`src/rtl/alu_pkg.sv`:
```
// alu_pkg: shared operand width, ALU opcode map and exec-stage state encoding
package alu_pkg;

    localparam int DATA_WIDTH = 32;

    localparam logic [5:0] OP_ALU_NOP = 6'h00;
    localparam logic [5:0] OP_ALU_ADD = 6'h01;
    localparam logic [5:0] OP_ALU_SUB = 6'h02;
    localparam logic [5:0] OP_ALU_AND = 6'h03;
    localparam logic [5:0] OP_ALU_OR  = 6'h04;
    localparam logic [5:0] OP_ALU_XOR = 6'h05;
    localparam logic [5:0] OP_ALU_SLT = 6'h06;
    localparam logic [5:0] OP_ALU_SLL = 6'h07;
    localparam logic [5:0] OP_ALU_SRL = 6'h08;
    localparam logic [5:0] OP_ALU_SRA = 6'h09;
    localparam logic [5:0] OP_ALU_INV = 6'h0A;
    localparam logic [5:0] OP_ALU_MUL = 6'h0B;
    localparam logic [5:0] OP_ALU_DIV = 6'h0C;

    typedef enum logic [1:0] {IDLE, CALC, HOLD} state_t;

endpackage

```
`src/rtl/alu.sv`:
```
// alu: single-cycle combinational ALU; NOP, MUL, DIV and unknown opcodes yield 0
module alu
    import alu_pkg::*;
(
    input  logic [5:0]            op,
    input  logic [DATA_WIDTH-1:0] a,
    input  logic [DATA_WIDTH-1:0] b,
    output logic [DATA_WIDTH-1:0] y
);

    // opcode decode; every path assigns y so no opcode leaves it undriven
    always_comb begin
        case (op)
            OP_ALU_ADD: y = a + b;
            OP_ALU_SUB: y = a - b;
            OP_ALU_AND: y = a & b;
            OP_ALU_OR:  y = a | b;
            OP_ALU_XOR: y = a ^ b;
            OP_ALU_SLT: y = {{(DATA_WIDTH-1){1'b0}}, $signed(a) < $signed(b)};
            OP_ALU_SLL: y = a << b[4:0];
            OP_ALU_SRL: y = a >> b[4:0];
            OP_ALU_SRA: y = $signed(a) >>> b[4:0];
            OP_ALU_INV: y = ~a;
            default:    y = '0;
        endcase
    end

endmodule

```
`src/rtl/alu_exec_stage.sv`:
```
// alu_exec_stage: valid/ready execute stage around alu with a result hold register;
// define ALU_EXEC_MULDIV_EN to add the iterative 32-cycle MUL/DIV unit
module alu_exec_stage #(
    parameter int DATA_WIDTH = alu_pkg::DATA_WIDTH
) (
    input  logic                  i_clk,
    input  logic                  i_rst_n,
    input  logic                  i_valid,
    output logic                  o_ready,
    input  logic [5:0]            i_alu_op,
    input  logic [DATA_WIDTH-1:0] i_a,
    input  logic [DATA_WIDTH-1:0] i_b,
    input  logic [4:0]            i_rd,
    output logic                  o_valid,
    input  logic                  i_ready,
    output logic [DATA_WIDTH-1:0] o_result,
    output logic [4:0]            o_rd,
    output logic                  o_busy
);
    import alu_pkg::*;

    state_t                state;
    logic [DATA_WIDTH-1:0] alu_y;
    logic                  accept;

    alu u_alu (
        .op (i_alu_op),
        .a  (i_a),
        .b  (i_b),
        .y  (alu_y)
    );

    assign o_ready = (state == IDLE) || (state == HOLD && i_ready);
    assign o_valid = state == HOLD;
    assign accept  = i_valid && o_ready;

`ifdef ALU_EXEC_MULDIV_EN
    // md_x: multiplicand (MUL) or dividend shifting into quotient (DIV)
    // md_y: multiplier (MUL) or divisor (DIV); md_acc: product or remainder
    logic                  is_md, md_div, ge;
    logic [4:0]            cnt;
    logic [DATA_WIDTH-1:0] md_x, md_y, md_acc, mul_acc, div_rem, div_q;
    logic [DATA_WIDTH:0]   rem_sh;

    assign is_md   = i_alu_op == OP_ALU_MUL || i_alu_op == OP_ALU_DIV;
    assign o_busy  = state == CALC;
    assign mul_acc = md_y[0] ? md_acc + md_x : md_acc;
    assign rem_sh  = {md_acc, md_x[DATA_WIDTH-1]};
    assign ge      = rem_sh >= {1'b0, md_y};
    assign div_rem = ge ? DATA_WIDTH'(rem_sh - {1'b0, md_y}) : rem_sh[DATA_WIDTH-1:0];
    assign div_q   = {md_x[DATA_WIDTH-2:0], ge};

    // stage control plus one shift-add / restoring-division step per CALC cycle
    always_ff @(posedge i_clk or negedge i_rst_n) begin
        if (!i_rst_n) begin
            state    <= IDLE;
            o_result <= '0;
            o_rd     <= '0;
            cnt      <= '0;
            md_div   <= 1'b0;
            md_x     <= '0;
            md_y     <= '0;
            md_acc   <= '0;
        end else if (state == CALC) begin
            cnt    <= cnt + 5'd1;
            md_x   <= md_div ? div_q : md_x << 1;
            md_y   <= md_div ? md_y : md_y >> 1;
            md_acc <= md_div ? div_rem : mul_acc;
            if (cnt == 5'd31) begin
                state    <= HOLD;
                o_result <= md_div ? div_q : mul_acc;
            end
        end else if (accept) begin
            state  <= is_md ? CALC : HOLD;
            o_rd   <= i_rd;
            cnt    <= '0;
            md_div <= i_alu_op == OP_ALU_DIV;
            md_x   <= i_a;
            md_y   <= i_b;
            md_acc <= '0;
            if (!is_md) o_result <= alu_y;
        end else if (state == HOLD && i_ready) begin
            state <= IDLE;
        end
    end
`else
    assign o_busy = 1'b0;

    // stage control: capture ALU result on accept, drop to IDLE once drained
    always_ff @(posedge i_clk or negedge i_rst_n) begin
        if (!i_rst_n) begin
            state    <= IDLE;
            o_result <= '0;
            o_rd     <= '0;
        end else if (accept) begin
            state    <= HOLD;
            o_result <= alu_y;
            o_rd     <= i_rd;
        end else if (state == HOLD && i_ready) begin
            state <= IDLE;
        end
    end
`endif

endmodule
```
`config.mk`:
```
export PLATFORM = sky130hd
export DESIGN_NAME = alu_exec_stage
export DESIGN_NICKNAME = d
export VERILOG_FILES = /design/src/rtl/alu_pkg.sv /design/src/rtl/alu.sv /design/src/rtl/alu_exec_stage.sv
export SDC_FILE = /design/constraint.sdc
export NUM_CORES = 1
export LEC_CHECK = 0
export ABC_AREA = 1
export CORE_ASPECT_RATIO = 0.8
export CORE_MARGIN = 2
export CORE_UTILIZATION = 33
export CTS_CLUSTER_SIZE = 40
export DETAILED_ROUTE_END_ITERATION = 10
export DONT_BUFFER_PORTS = 1
export SETUP_SLACK_MARGIN = 0.15
export SLEW_MARGIN = 10
export SYNTH_ARGS = -nofsm -noshare
export SYNTH_HDL_FRONTEND = slang
export SYNTH_SLANG_ARGS = --single-unit
```
`constraint.sdc`:
```
create_clock -name i_clk -period 1.6 [get_ports i_clk]
set_input_delay 0.24 -clock i_clk [delete_from_list [all_inputs] [get_ports i_clk]]
set_output_delay 0.24 -clock i_clk [all_outputs]
set_load 0.01 [all_outputs]
```
Word level (Yosys, flattened, before mapping)
Index checks and enable logic that the tools add are counted.
{"block": "classes", "shifts": 3, "muxes": 3, "bitwise_logic": 4, "order_cmp": 1, "addsub": 2, "n_reduce_logical": 5, "eq_ne": 11}
{"cell": "one-hot mux 32 bit (10 select lines)", "n": 1}
{"cell": "adder 32 bit", "n": 1}
{"cell": "AND 32 bit", "n": 1}
{"cell": "< comparator 32 bit", "n": 1}
{"cell": "NOT 32 bit", "n": 1}
{"cell": "OR 32 bit", "n": 1}
{"cell": "left shift 32 x 5 -> 32 bit", "n": 1}
{"cell": ">> shifter 32 x 5 -> 32 bit", "n": 1}
{"cell": ">>> shifter 32 x 5 -> 32 bit", "n": 1}
{"cell": "subtractor 32 bit", "n": 1}
{"cell": "XOR 32 bit", "n": 1}
{"cell": "== test 6 x 3 -> 1 bit (second input constant)", "n": 4}
{"cell": "== test 6 x 4 -> 1 bit (second input constant)", "n": 3}
{"cell": "== test 6 x 2 -> 1 bit (second input constant)", "n": 2}
{"cell": "== test 6 x 1 -> 1 bit (second input constant)", "n": 1}
{"cell": "2-to-1 mux 2 bit", "n": 2}
{"cell": "== test 2 bit (second input constant)", "n": 1}
{"cell": "logical AND 1 bit", "n": 2}
{"cell": "logical NOT 2 bit", "n": 1}
{"cell": "nonzero test 2 bit", "n": 1}
{"cell": "logical OR 1 bit", "n": 1}
{"block": "totals", "output_inout_bits": 40, "register_bits": 39}

Depth between registers and ports, before layout
{"block": "logic_depth", "ltp_word": 5, "ltp_mapped": 20, "mapped_depth_nobuf": 18}

By module
From an unflattened synthesis, not the netlist that was laid out.
{"block": "unflattened", "cells_unflattened": 2340, "hier_area_um2": 11887.7}
{"mod": "alu", "n_inst": 1, "area_each_um2": 10354.9, "cells_per_inst": 2173}
{"mod": "alu_exec_stage", "n_inst": 1, "area_each_um2": 1532.7, "cells_per_inst": 167}

Least setup slack after synthesis
OpenSTA, ideal clock, no wires.
{"block": "synth_path", "kind": "input port to flip-flop", "start": "input i_b[4]", "end": "register o_result[19]", "path_slack_ns": -0.858, "t_arrival_ns": 2.335, "cell_stages": 17, "setup_time_ns": 0.123, "path_buffers": 3, "required_ns": 1.477, "path_cell_list": "buf_2 -> inv_1 -> buf_2 -> buf_1 -> ha_1 -> nor2_1 -> nand2_1 -> nor2_1 -> nand2_1 -> nand3_1 -> nand2_1 -> nand2_1 -> nand2_1 -> nand3_1 -> nand2_1 -> o21ai_0 -> nand2_1"}
{"block": "synth_via", "elab_chain_cells": 2, "elab_cells_between_ends": 6}
{"element": "start: declaration", "line_no": "alu_exec_stage.sv:12", "source": "input logic [DATA_WIDTH-1:0] i_b,"}
{"element": "subtractor 32 bit (tied with other cells)", "line_no": "alu.sv:15", "source": "OP_ALU_SUB: y = a - b;"}
{"element": "one-hot mux 32 bit (10 select lines) (*)", "line_no": "alu.sv:13", "source": "case (op)"}
{"element": "end signal: assignment", "line_no": "alu_exec_stage.sv:97", "source": "o_result <= alu_y;"}
{"element": "end: declaration", "line_no": "alu_exec_stage.sv:16", "source": "output logic [DATA_WIDTH-1:0] o_result,"}
Every way passes the cells marked *; elsewhere a longest branch is shown, timed or not.
A chain may end at the register's enable or synchronous reset.

Final worst setup path
{"block": "layout_path", "start": "input i_a[0]", "end": "register o_result[8]"}
{"block": "layout_via", "elab_chain_cells": 2, "elab_cells_between_ends": 6}
{"element": "start: declaration", "line_no": "alu_exec_stage.sv:11", "source": "input logic [DATA_WIDTH-1:0] i_a,"}
{"element": "subtractor 32 bit (tied with other cells)", "line_no": "alu.sv:15"}
{"element": "one-hot mux 32 bit (10 select lines) (*)", "line_no": "alu.sv:13"}
Marks and branches as above.

==> flow_summary.yaml <==
layout:
  nNetsFinal: 2957
  layout.filler_cells: 3759
  utilization_pct: 51.93
  n_diodes: 0
  layout-area-overhead-vs-synth_pct: 55.20
  share_of_post_route_cells_with_drive_strength_above_1_pct: 34.35
critical_path:
  timing.critical_path.fanout_max: 5
  worstPathArrival_ns: 2.04
  worstSetupPathType: "in2reg"
  regToRegSetupSlack_ns: 0.22
  startpoint_type: "input port"
  crit_required_ns: 1.79
  crit_path_end_kind: "flop"
clocking:
  tritoncts_num_sinks: 38
  tritoncts: "yes"
  clockRootBuffer: "sky130_fd_sc_hd__clkbuf_16"
  number_of_buffers_added_by_the_clock_tree_synthesis_step: 5
  cts.reportedPaths.clkPinSlew_ns: 0.07
  cts_buffer_depth: 2
  clk-insertion-delay-late_ns: 0.32
  htree_levels: 2
placed_design:
  dp_hpwl_um: 54500
  detailedPlace.worstSlack_ns: -1.048
  placement.io_buffers: 0
  gp_congestion: 1.021
timing:
  final_period_minus_worst_setup_slack_ns: 1.846
  fin_worst_skew_ns: 0.01914
  whs_ns: 0.04835
  final_hold_viol_count: 0
  unrepaired_setup_endpoints_after_global_routing: "true"
  period_share_pct: 115.4
  timing_max_transition_violations_final: 0
  fmaxAchievable_mhz: 541.6
  post-route-worst-setup-slack_ns: -0.2463
  timing.final.setup_violations: 30
detailed_routing:
  drt_initial_violations: 2250
  vias_per_cell: 5.467
  finalWirelength_um: 69160
  first_pass_iters: 8
  routedWlPerCell_um: 21.22
  drc_violations: 0
  antenna_violating_nets_remaining: 0
  detailroute.via_count: 17820
global_route:
  grt_max_degree: 66
  wire_length_of_the_first_global_routing_pass_um: 100800
  grt_overflow_total: 0
  vias_in_the_first_global_route: 16630
  grt_antenna_before_repair: 2
  gr-usage-all-layers_pct: 35.23
synthesis:
  synth_edf_count: 0
  ys_seq_area_share_pct: 7.929
  synthAdderAreaFrac_pct: 10.45
  avgSynthCellArea_um2: 5.003
  yosys_most_used_dff: "sky130_fd_sc_hd__dfrtp_1"
  syn_area_um2: 11990
  synthTopCellsByArea: "sky130_fd_sc_hd__nand2_1 (29%), sky130_fd_sc_hd__nand3_1 (17%), sky130_fd_sc_hd__ha_1 (10%)"
  synth_simple_gate_area_share_pct: 58.23
  synth_warnings: 0
  synthDominantCellAreaShare_pct: 29.48
  synth_area_leader_cell: "sky130_fd_sc_hd__nand2_1"
  synth_compound_area_share_pct: 8.096
  synth_top_family_by_area: "simple AND/OR/NAND/NOR gates"
  share_of_synthesized_area_spent_on_multiplexers_pct: 0
  synthDistinctLibCells: 40
  netlist_top_cells_count: "sky130_fd_sc_hd__nand2_1 (942), sky130_fd_sc_hd__nand3_1 (414), sky130_fd_sc_hd__inv_1 (323)"
  synth_area_in_xor_xnor_pct: 0.2921
  synthCells: 2397
  asyncSetResetFlopFracSynth_pct: 100.0
  synth.ff_latch_count: 38
  most_used_standard_cell_by_instance_count_after_synthesis: "sky130_fd_sc_hd__nand2_1"
  syn-num-nets: 2575
worst_hold_path:
  hold_path_class: "in2reg"
floorplanning:
  placeableCoreArea_um2: 35840
  dieWidth_um: 217.1
  initial_utilization_pct: 33.46
  floorplan.die_area_um2: 37890
  fp_rows: 62
  ioPinCount: 119
  fp.dieH_um: 174.5
run_status:
  outcome: "finished, violations left"
  violations_in_the_final_reports: "setup timing"
pwr:
  vdd_ir_drop_max_uv: 409.4
  leakagePower_nw: 10.19
  power_density_nw_per_um2: 435.0
job:
  max_cap_viol_count: 0
final cells by class:
class                   count  area, um2  area share [%]
clock buffers               5      125.1          0.6722
clock inverters             3      68.82          0.3697
inverters                 332       1364           7.327
multi-input cells        1923      11380           61.16
flip-flops and latches     38      950.9           5.109
well taps                 480      600.6           3.227
repair buffers            479       4120           22.14
metrics by stage:
step                      total power (W)  cells  cell area [um2]  setup TNS [ns]
after floorplan                  0.003558   2397            12280          -8.983
after global placement           0.005329   3190            15510          -19.90
after detailed placement         0.005344   3190            15510          -20.07
after CTS                        0.007584   3244            17690          -2.913
after global routing             0.008528   3260            18610          -6.953
final                            0.008096   3260            18610          -4.145
final timing paths:
check / cells after the start / to / startpoint
worst max-delay path: 15 / o_result[8]$_DFFE_PN0P_ / i_a[0]
worst min-delay path: 2 / o_rd[1]$_DFFE_PN0P_ / i_rd[1]
worst max register to register: 6 / o_result[15]$_DFFE_PN0P_ / state[1]$_DFFE_PN0P_
worst min register to register: 2 / o_rd[1]$_DFFE_PN0P_ / o_rd[1]$_DFFE_PN0P_
max in group asynchronous: 2 / o_result[4]$_DFFE_PN0P_ / i_rst_n
min in group asynchronous: 2 / o_result[30]$_DFFE_PN0P_ / i_rst_n
critical path, stage by stage:
cell and delay [ns]:
sky130_fd_sc_hd__clkinv_16 0.03, sky130_fd_sc_hd__ha_4 0.13, sky130_fd_sc_hd__inv_4 0.03, sky130_fd_sc_hd__fa_2 0.38
sky130_fd_sc_hd__nand2_2 0.11, sky130_fd_sc_hd__nand3_4 0.12, sky130_fd_sc_hd__nand2_4 0.10, sky130_fd_sc_hd__nand2_4 0.06
sky130_fd_sc_hd__buf_6 0.12, sky130_fd_sc_hd__o21ai_2 0.12, sky130_fd_sc_hd__a21oi_2 0.06, sky130_fd_sc_hd__nor2_4 0.19
sky130_fd_sc_hd__nand2_4 0.09, sky130_fd_sc_hd__o21ai_4 0.17, sky130_fd_sc_hd__nand2_1 0.08
sequential cells by signal (all words and copies together), names as in the netlist:
signal,cells
o_result,32
o_rd,5
state,1
logic make-up (layout without fill, tap and decap cells):
kind of cell / Yosys count / after routing
other: 1 / 1
AOI/OAI and AO/OA: 175 / 175
adders and majority gates: 99 / 99
DFF: 38 / 38
buffers and inverters: 436 / 819
and+or+nand+nor: 1644 / 1644
xor gates and xnor gates: 4 / 4
per-layer routing:
layer | part of all wire (%) | track usage, % | wire [um]
met1 | 42 | 49.20 | 29280
met2 | 40 | 51.22 | 27800
met3 | 14 | 12.25 | 9747
met4 | 3.4 | 8.790 | 2336
met5 | 0 | 0 | 0
power breakdown:
group	total [W]	internal [W]	switching, W
registers	0.00119	0.00105	0.000137
logic	0.00546	0.00227	0.00319
clock network	0.00145	0.000901	0.000548
cells in the final DEF (no fill, tap or decap), types with 18 or more instances in the layout:
| master | Yosys | routed |
|---|---|---|
| sky130_fd_sc_hd__nor2_1 | 180 | 126 |
| sky130_fd_sc_hd__nor2_4 | 8 | 29 |
| sky130_fd_sc_hd__inv_1 | 323 | 275 |
| sky130_fd_sc_hd__o21ai_0 | 51 | 34 |
| sky130_fd_sc_hd__nand3_1 | 414 | 343 |
| sky130_fd_sc_hd__inv_2 | 8 | 36 |
| sky130_fd_sc_hd__nand4_1 | 38 | 38 |
| sky130_fd_sc_hd__buf_6 | 7 | 59 |
| sky130_fd_sc_hd__nand3_2 | 0 | 56 |
| sky130_fd_sc_hd__dfrtp_1 | 38 | 38 |
| sky130_fd_sc_hd__nand2_2 | 1 | 126 |
| sky130_fd_sc_hd__nand2_1 | 942 | 760 |
| sky130_fd_sc_hd__nor2_2 | 8 | 41 |
| sky130_fd_sc_hd__ha_1 | 97 | 66 |
| sky130_fd_sc_hd__ha_4 | 0 | 26 |
| sky130_fd_sc_hd__buf_4 | 8 | 398 |
| sky130_fd_sc_hd__a21oi_1 | 80 | 54 |
| sky130_fd_sc_hd__a21oi_2 | 0 | 18 |
| sky130_fd_sc_hd__nand2_4 | 1 | 56 |
repair_timing:
action,in CTS,in global routing
endpoints found under the setup margin,32,32
gates cloned,4,0
resized for setup,416,217
hold buffers,2,0
endpoints found under the hold margin,38,0
pin swaps,119,112
setup buffers,40,16
No activity file was read; power rests on OpenSTA's default activity.
